## src/rtl/instr_fetch_buffer_if.sv

```systemverilog
// Purpose : Bundles the host byte stream, the core instruction handshake and the
//           debug status of the instruction fetch buffer into one interface.
// Signals : byte_in/byte_valid/byte_ready  host -> buffer byte handshake
//           flush                          discard queued and partial words
//           instr_out/instr_valid/instr_ready  buffer -> core word handshake
//           count, fetch_pc, half_word     status for debug
// Modports: master = host/core side driving the inputs, slave = the buffer.
interface instr_fetch_buffer_if #(
  parameter int ADDR_W = 2
);
  logic [7:0]      byte_in;
  logic            byte_valid;
  logic            byte_ready;
  logic            flush;
  logic [15:0]     instr_out;
  logic            instr_valid;
  logic            instr_ready;
  logic [ADDR_W:0] count;
  logic [7:0]      fetch_pc;
  logic            half_word;

  modport master (
    output byte_in, byte_valid, flush, instr_ready,
    input  byte_ready, instr_out, instr_valid, count, fetch_pc, half_word
  );

  modport slave (
    input  byte_in, byte_valid, flush, instr_ready,
    output byte_ready, instr_out, instr_valid, count, fetch_pc, half_word
  );
endinterface

```

## src/rtl/instr_fetch_buffer.sv

```systemverilog
// Purpose : Fetch stage for the mini RISC core. Assembles host bytes (low byte
//           first) into 16-bit instruction words, queues them in a DEPTH-entry
//           FIFO and hands them to the core over valid/ready. fetch_pc counts
//           delivered words modulo 256.
// Ports   : clk  - clock, rising edge
//           rst  - synchronous active-high reset
//           bus  - instr_fetch_buffer_if.slave (byte and instruction handshakes,
//                  flush, count, fetch_pc, half_word)
module instr_fetch_buffer #(
  parameter int DEPTH  = 4,
  parameter int ADDR_W = 2
) (
  input  logic                       clk,
  input  logic                       rst,
  instr_fetch_buffer_if.slave        bus
);

  typedef enum logic {LOW = 1'b0, HIGH = 1'b1} asm_state_t;

  localparam logic [ADDR_W:0] FULL_CNT = (ADDR_W+1)'(DEPTH);

  asm_state_t        state_q, state_d;
  logic [7:0]        lo_q;
  logic [15:0]       mem_q [DEPTH];
  logic [ADDR_W-1:0] wr_ptr_q, wr_ptr_d;
  logic [ADDR_W-1:0] rd_ptr_q, rd_ptr_d;
  logic [ADDR_W:0]   count_q, count_d;
  logic [7:0]        fetch_pc_q, fetch_pc_d;

  logic full, empty, accept, pop, push;

  assign full  = (count_q == FULL_CNT);
  assign empty = (count_q == '0);

  // byte_ready depends only on registered state so the core's instr_ready
  // never reaches the host side combinationally.
  assign bus.byte_ready  = (state_q == LOW) | ~full;
  assign bus.instr_valid = ~empty;
  assign bus.instr_out   = mem_q[rd_ptr_q];
  assign bus.count       = count_q;
  assign bus.fetch_pc    = fetch_pc_q;
  assign bus.half_word   = (state_q == HIGH);

  // A flush cancels whatever accept/pop would have happened in that cycle.
  assign accept = bus.byte_valid & bus.byte_ready & ~bus.flush;
  assign pop    = bus.instr_valid & bus.instr_ready & ~bus.flush;
  assign push   = accept & (state_q == HIGH);

  always_comb begin
    state_d    = state_q;
    wr_ptr_d   = wr_ptr_q;
    rd_ptr_d   = rd_ptr_q;
    count_d    = count_q;
    fetch_pc_d = fetch_pc_q;

    if (bus.flush) begin
      state_d  = LOW;
      wr_ptr_d = '0;
      rd_ptr_d = '0;
      count_d  = '0;
    end else begin
      if (accept) begin
        state_d = (state_q == LOW) ? HIGH : LOW;
      end
      if (push) begin
        wr_ptr_d = wr_ptr_q + 1'b1;
      end
      if (pop) begin
        rd_ptr_d   = rd_ptr_q + 1'b1;
        fetch_pc_d = fetch_pc_q + 8'd1;
      end
      // Simultaneous push and pop leaves the occupancy unchanged.
      if (push && !pop) begin
        count_d = count_q + 1'b1;
      end else if (pop && !push) begin
        count_d = count_q - 1'b1;
      end
    end
  end

  always_ff @(posedge clk) begin
    if (rst) begin
      state_q    <= LOW;
      wr_ptr_q   <= '0;
      rd_ptr_q   <= '0;
      count_q    <= '0;
      fetch_pc_q <= '0;
    end else begin
      state_q    <= state_d;
      wr_ptr_q   <= wr_ptr_d;
      rd_ptr_q   <= rd_ptr_d;
      count_q    <= count_d;
      fetch_pc_q <= fetch_pc_d;
    end
  end

  // Data storage carries no reset; validity is tracked by count_q alone.
  always_ff @(posedge clk) begin
    if (!rst && accept && state_q == LOW) begin
      lo_q <= bus.byte_in;
    end
    if (!rst && push) begin
      mem_q[wr_ptr_q] <= {bus.byte_in, lo_q};
    end
  end

endmodule

```

## src/flat_wrapper.sv

```systemverilog
// flat-port wrapper written by rule: the top's interface ports become plain ports
module instr_fetch_buffer_flat 
#(
  parameter int DEPTH  = 4,
  parameter int ADDR_W = 2
)
  (clk, rst, bus_byte_in, bus_byte_valid, bus_flush, bus_instr_ready, bus_byte_ready, bus_instr_out, bus_instr_valid, bus_count, bus_fetch_pc, bus_half_word);
  instr_fetch_buffer_if #(.ADDR_W(ADDR_W)) bus_i ();
  input  logic clk;
  input  logic rst;
  input wire logic [$bits(bus_i.byte_in)-1:0] bus_byte_in;
  input wire logic [$bits(bus_i.byte_valid)-1:0] bus_byte_valid;
  input wire logic [$bits(bus_i.flush)-1:0] bus_flush;
  input wire logic [$bits(bus_i.instr_ready)-1:0] bus_instr_ready;
  output wire logic [$bits(bus_i.byte_ready)-1:0] bus_byte_ready;
  output wire logic [$bits(bus_i.instr_out)-1:0] bus_instr_out;
  output wire logic [$bits(bus_i.instr_valid)-1:0] bus_instr_valid;
  output wire logic [$bits(bus_i.count)-1:0] bus_count;
  output wire logic [$bits(bus_i.fetch_pc)-1:0] bus_fetch_pc;
  output wire logic [$bits(bus_i.half_word)-1:0] bus_half_word;
  assign bus_i.byte_in = bus_byte_in;
  assign bus_i.byte_valid = bus_byte_valid;
  assign bus_i.flush = bus_flush;
  assign bus_i.instr_ready = bus_instr_ready;
  assign bus_byte_ready = bus_i.byte_ready;
  assign bus_instr_out = bus_i.instr_out;
  assign bus_instr_valid = bus_i.instr_valid;
  assign bus_count = bus_i.count;
  assign bus_fetch_pc = bus_i.fetch_pc;
  assign bus_half_word = bus_i.half_word;
  instr_fetch_buffer #(.DEPTH(DEPTH), .ADDR_W(ADDR_W)) u_core (.clk(clk), .rst(rst), .bus(bus_i));
endmodule
```

## config.mk

```make
export PLATFORM = sky130hd
export DESIGN_NAME = instr_fetch_buffer_flat
export DESIGN_NICKNAME = d
export VERILOG_FILES = /design/src/rtl/instr_fetch_buffer_if.sv /design/src/rtl/instr_fetch_buffer.sv /design/src/flat_wrapper.sv
export SDC_FILE = /design/constraint.sdc
export NUM_CORES = 1
export LEC_CHECK = 0
export BUFFER_PORTS_ARGS = -buffer_cell sky130_fd_sc_hd__buf_4
export CAP_MARGIN = 20
export CORE_MARGIN = 2
export CORE_UTILIZATION = 51
export DETAILED_ROUTE_END_ITERATION = 6
export PLACE_DENSITY_LB_ADDON = 0.25
export SLEW_MARGIN = 20
export SYNTH_ARGS = -nofsm -noshare
export SYNTH_HDL_FRONTEND = slang
export SYNTH_SLANG_ARGS = --single-unit
```

## constraint.sdc

```tcl
create_clock -name clk -period 2.2 [get_ports clk]
set_input_delay 0.11 -clock clk [delete_from_list [all_inputs] [get_ports clk]]
set_output_delay 0.11 -clock clk [all_outputs]
set_load 0.02 [all_outputs]
```

### Word level (Yosys, flattened, before mapping)

Memory sizes are Yosys's and may differ from the RTL's. A register that Yosys moved wholly into a read port is not among the register bits.
Cells that the tools add are included.

| storage, ports and cells | value |
|---|---|
| memories kept | 1 |
| bits in writable memories | 64 |
| input port bits | 13 |
| register bits | 24 |

| cells by class | value |
|---|---|
| add/sub/neg operators | 5 |
| equality and inequality tests | 1 |
| mux-type cells | 7 |
| bitwise operators | 10 |
| reduce and logical (&&, ||, !) cells | 12 |

Memories:

| name | depth | width | rd ports | clocked after Yosys merged registers in | write ports | line | text |
|---|---|---|---|---|---|---|---|
| u_core.mem_q | 4 | 16 | 1 | 1 | 1 | instr_fetch_buffer.sv:24 | `logic [15:0] mem_q [DEPTH];` |

Operators by type and width:

| cell | number |
|---|---|
| 8-bit by 1-bit adder with 8-bit output, second input constant | 1 |
| 3-bit two-way mux | 2 |
| 1-bit bitwise AND | 5 |
| 1-bit logical AND | 5 |
| 2-bit by 1-bit adder with 2-bit output, second input constant | 2 |
| 2-bit two-way mux | 2 |
| 1-bit inverter | 4 |
| 3-bit by 1-bit adder with 3-bit output, second input constant | 1 |
| 3-bit equality test, second input constant | 1 |
| 1-bit logical NOT | 3 |
| 3-bit logical NOT | 1 |
| 1-bit two-way mux | 3 |
| 3-bit by 1-bit subtractor with 3-bit output, second input constant | 1 |
| 2-bit AND reduction | 1 |
| 2-bit nonzero test | 1 |
| 2-bit OR reduction | 1 |
| 1-bit bitwise OR | 1 |

### Longest topological paths before layout

Gate-level depths: netlist of run 1.

| depth | value |
|---|---|
| word-level depth | 10 |
| depth in mapped cells | 10 |

### Least setup slack after synthesis of run 1

No wires, ideal clock.

| path | value |
|---|---|
| kind | reg-to-reg |
| start point | reg u_core.count_q[0], in the netlist u_core.bus.count[0] |
| end point | reg u_core.count_q[2], in the netlist u_core.bus.count[2] |
| slack | -0.234 ns |
| cell stages (with the launch flop) | 11 |
| period minus slack after synthesis | 2.434 ns |
| path buffers | 1 |
| arrival | 2.364 ns |
| cells stage by stage | dfxtp_1 > nor3_2 > buf_2 > inv_1 > nand2_1 > ha_1 > inv_1 > fa_1 > xor2_1 > or3_1 > a21oi_1 |

| between the ends | value |
|---|---|
| elaborated cells between the ends (all ways) | 19 |
| those cells by class | add/sub (2); eq/ne (1); mux (2); bitwise (8); reduce/logical (6) |

RTL lines:

| element | line | text |
|---|---|---|
| start: declaration | instr_fetch_buffer.sv:27 | `logic [ADDR_W:0] count_q, count_d;` |
| start signal: assignment | instr_fetch_buffer.sv:92 | `count_q <= count_d;` |
| 3-bit logical NOT (*) | instr_fetch_buffer.sv:33 | `assign empty = (count_q == '0);` |
| 1-bit inverter (*) | instr_fetch_buffer.sv:38 | `assign bus.instr_valid = ~empty;` |
| named net bus_instr_valid | flat_wrapper.sv:17 | `output wire logic [$bits(bus_i.instr_valid)-1:0] bus_instr_valid;` |
| 1-bit bitwise AND (*) (2 in a row) | instr_fetch_buffer.sv:46 | `assign pop = bus.instr_valid & bus.instr_ready & ~bus.flush;` |
| 1-bit logical NOT | instr_fetch_buffer.sv:73 | `if (push && !pop) begin` |
| 1-bit logical AND | instr_fetch_buffer.sv:73 |  |
| 3-bit two-way mux or 2-bit nonzero test (tied branches) | n/a |  |

Mark *: on every way through the listed nets, which the timed path passes. The rest lies on a longest branch. The select of a mux whose other input is x is not followed.
A chain may end at the register's enable or synchronous reset.

### Worst setup path after layout of run 1

| path | value |
|---|---|
| start point | reg u_core.state_q, in the netlist u_core.bus.half_word |
| end point | reg u_core.count_q[2], in the netlist u_core.bus.count[2] |

| between the ends | value |
|---|---|
| longest elaborated chain between the ends | 8 |
| elaborated cells between the ends (all ways) | 10 |
| those cells by class | mux (1); bitwise (5); reduce/logical (4) |

RTL lines:

| element | line | text |
|---|---|---|
| start: declaration | instr_fetch_buffer.sv:22 | `asm_state_t state_q, state_d;` |
| start signal: assignment | instr_fetch_buffer.sv:89 | `state_q <= state_d;` |
| 1-bit inverter | instr_fetch_buffer.sv:37 | `assign bus.byte_ready = (state_q == LOW) \| ~full;` |
| 1-bit bitwise OR | instr_fetch_buffer.sv:37 |  |
| 1-bit bitwise AND (2 in a row) | instr_fetch_buffer.sv:45 | `assign accept = bus.byte_valid & bus.byte_ready & ~bus.flush;` |
| 1-bit bitwise AND (*) | instr_fetch_buffer.sv:47 | `assign push = accept & (state_q == HIGH);` |
| named net u_core.push | instr_fetch_buffer.sv:30 | `logic full, empty, accept, pop, push;` |
| 1-bit logical NOT | instr_fetch_buffer.sv:75 | `end else if (pop && !push) begin` |
| 1-bit logical AND | instr_fetch_buffer.sv:75 |  |
| 2-bit nonzero test (no source line) | n/a |  |

Mark *: on every way through the listed nets, which the timed path passes. The rest lies on a longest branch.

==> results of run 1 <==
## sequential cells by signal (all words and copies together), names as in the netlist, named ones only
name                  cells
u_core.bus.fetch_pc       8
u_core.wr_ptr_q           2
u_core.lo_q               8
u_core.mem_q             64
u_core.rd_ptr_q           2
u_core.bus.count          3
u_core.bus.half_word      1
## cell families after synthesis
family / Yosys count
AO/OA/AOI/OAI: 26
buffers and inverters: 14
flip-flops: 90
XOR/XNOR: 2
AND/OR/NAND/NOR: 40
adder cells (fa/ha/maj): 7
multiplexers: 18
## placed cells by master (no fill, tap or decap), drive strengths merged, types with 2 or more instances in the layout
cell,count
a21oi,12
and2,4
buf,51
clkbuf,9
clkinv,3
clkinvlp,2
dfxtp,18
dlygate4sd3,9
edfxtp,72
ha,6
inv,8
mux4,16
nand2,2
nand3,5
nand4b,2
nor2,6
nor2b,2
nor3,2
nor3b,3
o21a,2
o21ai,6
o31ai,6
or3,3
or4,6
xor2,2
## stage by stage
step | setup WS [ps] | hold slack, ps | setup TNS, ps | power, mW
after detailed placement | 147 | 322 | 0 | 1.96
after global routing | 8.95 | 55.1 | 0 | 3.06
after CTS | 130 | 22.2 | 0 | 2.99
after global placement | 213 | 322 | 0 | 1.96
final | 144 | 26.8 | 0 | 2.97
after floorplan | -34.1 | 209 | -34.1 | 1.92
## layer usage
| metal | vias up | GRT usage, % | wire length [um] |
|---|---|---|---|
| met3 | 12 | 3.43 | 168 |
| met1 | 962 | 21.2 | 2610 |
| met2 | 35 | 25.8 | 2880 |
| met4 | 0 | 7.24 | 110 |
| li1 | 908 | - | - |
| met5 | - | 0 | 0 |
## timing repair
| action | in CTS | in global routing |
|---|---|---|
| resized for setup | 0 | 3 |
| buffers inserted | 0 | 1 |
| hold endpoints to repair | 41 | 0 |
| hold buffers | 9 | 0 |
| setup endpoints to repair | 0 | 1 |
## final cells by class
cell class / instances / share of cell area [%]
Sequential cell: 90 / 59.7
Multi-Input combinational cell: 93 / 21.9
Timing Repair Buffer: 60 / 11.1
Clock buffer: 9 / 2.92
Tap cell: 80 / 2.36
Clock inverter: 7 / 1.39
Inverter: 6 / 0.619
## power groups by stage
| stage | clock [mW] | sequential (mW) | combinational (mW) |
|---|---|---|---|
| after floorplan | 0 | 1.88 | 0.0384 |
| after global placement | 0 | 1.88 | 0.0810 |
| final | 1.03 | 1.84 | 0.0968 |
| after global routing | 1.11 | 1.84 | 0.105 |
| after detailed placement | 0 | 1.88 | 0.0825 |
| after CTS | 1.05 | 1.84 | 0.0954 |
## how the worst min path moves through the flow
| stage | depth (start not counted) | endpoint | slack [ps] | startpoint |
|---|---|---|---|---|
| finish | 3 | u_core.bus.half_word | 30 | bus_byte_valid |
| global route | 3 | u_core.bus.half_word | 60 | bus_byte_valid |
| global placement | 1 | u_core.mem_q[2][13] | 320 | bus_byte_in[5] |
| CTS | 3 | u_core.bus.half_word | 20 | bus_byte_valid |
| floorplan | 0 | u_core.lo_q[0] | 210 | bus_byte_in[0] |
| detailed placement | 1 | u_core.mem_q[1][11] | 320 | bus_byte_in[3] |
## critical path: stages, from the launching register on
cell	delay, ps
dfxtp_1	390
nand3b_1	190
nor2_1	260
ha_4	180
inv_1	50
fa_2	330
xor2_1	150
or3_1	320
a21oi_2	110
==> flow_summary.json, run 1 <==
{
  "synth_area_leader_cell": "edfxtp_1",
  "drv_cap": 0,
  "p_leak_nw": 1.45,
  "grtUsageTotal_pct": 16.0,
  "fin_cells": 345,
  "reg2reg_from": "u_core.bus.half_word",
  "critPathRequiredTime_ps": 2490,
  "finish.utilization_pct": 63.1,
  "synth_area_mm2": 0.00349,
  "tightest_slew_ps": 361,
  "worstSetupPathType": "reg -> reg",
  "wl_per_cell_um": 16.7,
  "dieHeight_um": 86.8,
  "synthArstFlopShare_pct": 0,
  "finalCritPeriodShare_pct": 93.5,
  "htreeDepth": 3,
  "syn-num-nets": 217,
  "rsz0062_at_grt": "false",
  "comb_power_share_pct": 3.3,
  "slew_violations": 0,
  "synth_ff_type": "edfxtp_1",
  "synth-seq-cells": 90,
  "synthMuxAreaShare_pct": 10.9,
  "syn_inst": 197,
  "synthTopCellsByCount": "72 x edfxtp_1, 18 x dfxtp_1, 16 x mux4_2",
  "vias_per_cell": 5.56,
  "irDropWorstVdd_mv": 0.391,
  "area_growth_syn_to_layout_pct": 21.5,
  "drt-pass1-iter-count": 4,
  "antenna_found_initial": 0,
  "regToRegSetupSlack_ps": 140,
  "synth_top_area_share_pct": 61.9,
  "synth_compound_area_share_pct": 4.30,
  "slew_headroom_pct": 75.6,
  "synth_area_leaders": "edfxtp_1 62%, dfxtp_1 10%, mux4_2 10%",
  "status": "finished, final reports clean",
  "clock-root-buffer": "clkbuf_8",
  "skew_ps": 8.33,
  "worstPathArrival_ps": 2350,
  "multi_input_area_um2": 930,
  "regArea_mm2": 0.00253,
  "ioPinCount": 43,
  "synth_xor_xnor_area_share_pct": 0.502,
  "initial_core_util_pct": 52.0,
  "cts_sinks": 90,
  "internal_power_mw": 2.31,
  "synth_simple_gate_area_share_pct": 7.38,
  "overflow": 0,
  "cp-start-kind": "flop",
  "fp-row-count": 30,
  "place.detailed.hpwl_um": 3640,
  "endpoint": "u_core.bus.count[2]",
  "yosysSeqAreaShare_pct": 72.2,
  "critPathLaunch": "u_core.bus.half_word",
  "core_area_mm2": 0.00672,
  "drive_gt1_share_pct": 36.2,
  "setup_viol": 0,
  "synth.distinct_cells": 35,
  "num_antenna_cells": 0,
  "fin_nets": 280,
  "die-area_mm2": 0.00753,
  "postRouteAntennaNets": 0,
  "grt_max_degree": 18,
  "pwr-share-clk_pct": 34.7,
  "reg2reg_to": "u_core.bus.count[2]",
  "place_area_mm2": 0.00395,
  "cts_buffers": 9,
  "worstSetupEndpointType": "flop",
  "finalInstanceArea_mm2": 0.00424,
  "cts_buffer_depth": 2,
  "switching_power_mw": 0.659,
  "fmax_mhz": 486,
  "min_period_ps": 2060,
  "cts_tree": "built",
  "synthMostInstantiatedCell": "edfxtp_1",
  "hp-class": "in -> reg",
  "path_max_fanout": 6,
  "ff2ff_path_depth": 8,
  "portBuffers": 42,
  "first_global_vias": 1836,
  "totalWireLength_um": 5770,
  "seq_power_share_pct": 62.0,
  "dpl.cell_count": 319,
  "hold_viol": 0,
  "vias": 1917,
  "die_x_um": 86.8,
  "synth_edf_count": 72,
  "route.detailed.drc": 0,
  "clk_pin_slew_ps": 90,
  "initialDrtViolationCount": 130,
  "avgSynthCellArea_um2": 17.7,
  "routabilityCongestion": 0.731,
  "n_fill_cell": 485,
  "synth_top_family_by_area": "multiplexers",
  "yosys.area_share.adder_pct": 2.72,
  "switching_share_pct": 22.2,
  "power_density_mw_per_mm2": 700,
  "yosys_warnings": 0,
  "grt_first_pass_wirelength_um": 8870,
  "clk_latency_ps": 360
}
Note: power is estimated with default switching activity, not from simulation.
==> inputs of run 2 (changes only) <==
BUFFER_PORTS_ARGS = default   (was -buffer_cell sky130_fd_sc_hd__buf_4)
CORE_UTILIZATION = 57   (was 51)
DONT_BUFFER_PORTS = 1   (was default)
clock period = 2.4 ns   (was 2.2 ns; I/O delays follow)
==> run 2 against run 1 <==
  * Clock skew up 0.76 ps
  * Combinational power is 31% lower
  * Final area fell by 8.6%
  * Via count shrank 8.2%
  * Clock-buffer cell count did not move
  * Die area fell by 10%
  * Cell count shrank 14%
==> flow_summary.json, run 2 (same netlist as run 1, synthesis figures left out) <==
{
  "n_fill_cell": 419,
  "grtUsageTotal_pct": 18.6,
  "setup_tns_ps": 0,
  "cp-start-kind": "flop",
  "grt_first_pass_wirelength_um": 8930,
  "p_total_mw": 2.66,
  "tightest_slew_ps": 867,
  "top_layer_used": "met4",
  "postRouteAntennaNets": 0,
  "cts_tree": "built",
  "ioPinCount": 43,
  "drt-pass1-iter-count": 4,
  "status": "finished, final reports clean",
  "drv_cap": 0,
  "slew_violations": 0,
  "largest_register_ffs": 64,
  "dr_wl_met3_um": 323,
  "cts_buffers": 9,
  "htreeDepth": 3,
  "vias": 1760,
  "hp-class": "in -> reg",
  "die-area_mm2": 0.00677,
  "power_density_mw_per_mm2": 685,
  "cts_buffer_depth": 2,
  "portBuffers": 0,
  "multi_input_area_um2": 908,
  "overflow": 0,
  "clk_pin_slew_ps": 80,
  "internal_power_mw": 2.09,
  "area_growth_syn_to_layout_pct": 11.0,
  "rsz0062_at_grt": "false",
  "vias_per_cell": 5.93,
  "finish.utilization_pct": 65.5,
  "irDropWorstVdd_mv": 0.472,
  "drt-met1-wl_um": 2430,
  "clock-root-buffer": "clkbuf_8",
  "cts_sinks": 90,
  "mostFrequentLayoutCells": "72 x edfxtp_1, 18 x dfxtp_1, 16 x mux4_2",
  "min_period_ps": 2240,
  "fin_nets": 237,
  "setup_viol": 0,
  "worstPathArrival_ps": 2510,
  "top_register": "u_core.mem_q",
  "regArea_mm2": 0.00252,
  "routabilityCongestion": 0.691,
  "core_area_mm2": 0.00592,
  "totalWireLength_um": 5810,
  "skew_ps": 9.09,
  "post_cts_resized": 0,
  "pwr-share-clk_pct": 33.9,
  "fmax_mhz": 447,
  "routed-wl-met2_um": 3000,
  "drive_gt1_share_pct": 18.9,
  "switching_share_pct": 21.2,
  "dieHeight_um": 82.3,
  "grt_max_degree": 18,
  "die_x_um": 82.3,
  "num_antenna_cells": 0,
  "p_leak_nw": 1.24,
  "switching_power_mw": 0.564,
  "worstSetupEndpointType": "flop",
  "critPathRequiredTime_ps": 2670,
  "fp-row-count": 28,
  "initialDrtViolationCount": 107,
  "comb_power_share_pct": 2.5,
  "wl_per_cell_um": 19.6,
  "whs_ps": 11.4,
  "first_global_vias": 1800,
  "place.detailed.hpwl_um": 3710,
  "initial_core_util_pct": 59.0,
  "slew_headroom_pct": 42.2,
  "clk_latency_ps": 340,
  "antenna_found_initial": 0,
  "finalCritPeriodShare_pct": 93.3,
  "seq_power_share_pct": 63.6,
  "path_max_fanout": 5,
  "layout_commonest_cell": "edfxtp_1",
  "route.detailed.drc": 0,
  "hold_viol": 0,
  "worstSetupPathType": "reg -> reg"
}
==> run 2: path summary, 6_finish.rpt <==
check	from	end	slack [ps]	depth (start not counted)
hold reg to reg	u_core.rd_ptr_q[1]	flop	490	2
setup / recovery	u_core.bus.count[2]	u_core.bus.count[2]	160	9
setup reg to reg	u_core.bus.count[2]	u_core.bus.count[2]	160	9
hold / removal	rst	u_core.bus.fetch_pc[7]	10	2
==> run 2: what timing repair did <==
action	CTS	global route
setup buffers	0	0
hold buffers	11	0
hold endpoints to repair	49	0
==> run 2: area by class of cell <==
class                      count  share of cell area, %
tap                           75                   2.42
multi-input combinational     93                   23.4
inverter                       6                  0.581
clock inverter                 7                   1.32
timing repair buffer          17                   4.00
clock buffer                   9                   3.19
sequential                    90                   65.1
==> run 2: power by group through the flow <==
stage                     clock network, mW  registers, mW  logic (mW)
after global placement                    0           1.73      0.0402
after detailed placement                  0           1.73      0.0426
after floorplan                           0           1.73      0.0334
after global routing                  0.968           1.69      0.0731
after CTS                             0.917           1.69      0.0669
final                                 0.901           1.69      0.0667
==> run 2: metrics by stage <==
stage	instance area, um2	setup WS, ps	cells
floorplan	3500	22.4	197
CTS	3880	138	297
global placement	3590	271	270
global route	3880	25.9	297
detailed placement	3590	168	270
finish	3880	161	297
==> run 2: critical path, cell delays in order, from the launching register on <==
cell and delay (ps):
dfxtp_1 430, nor3_4 240, inv_1 170, nand2_1 110, ha_1 190, inv_1 60, fa_1 370, xor2_1 160
or3_1 310, a21oi_1 140
==> run 2: per-layer routing <==
| layer | up-vias | GRT usage [%] |
|---|---|---|
| met2 | 45 | 29.5 |
| met4 | 0 | 7.83 |
| li1 | 815 | - |
| met3 | 8 | 5.76 |
| met1 | 892 | 23.8 |
| met5 | - | 0 |
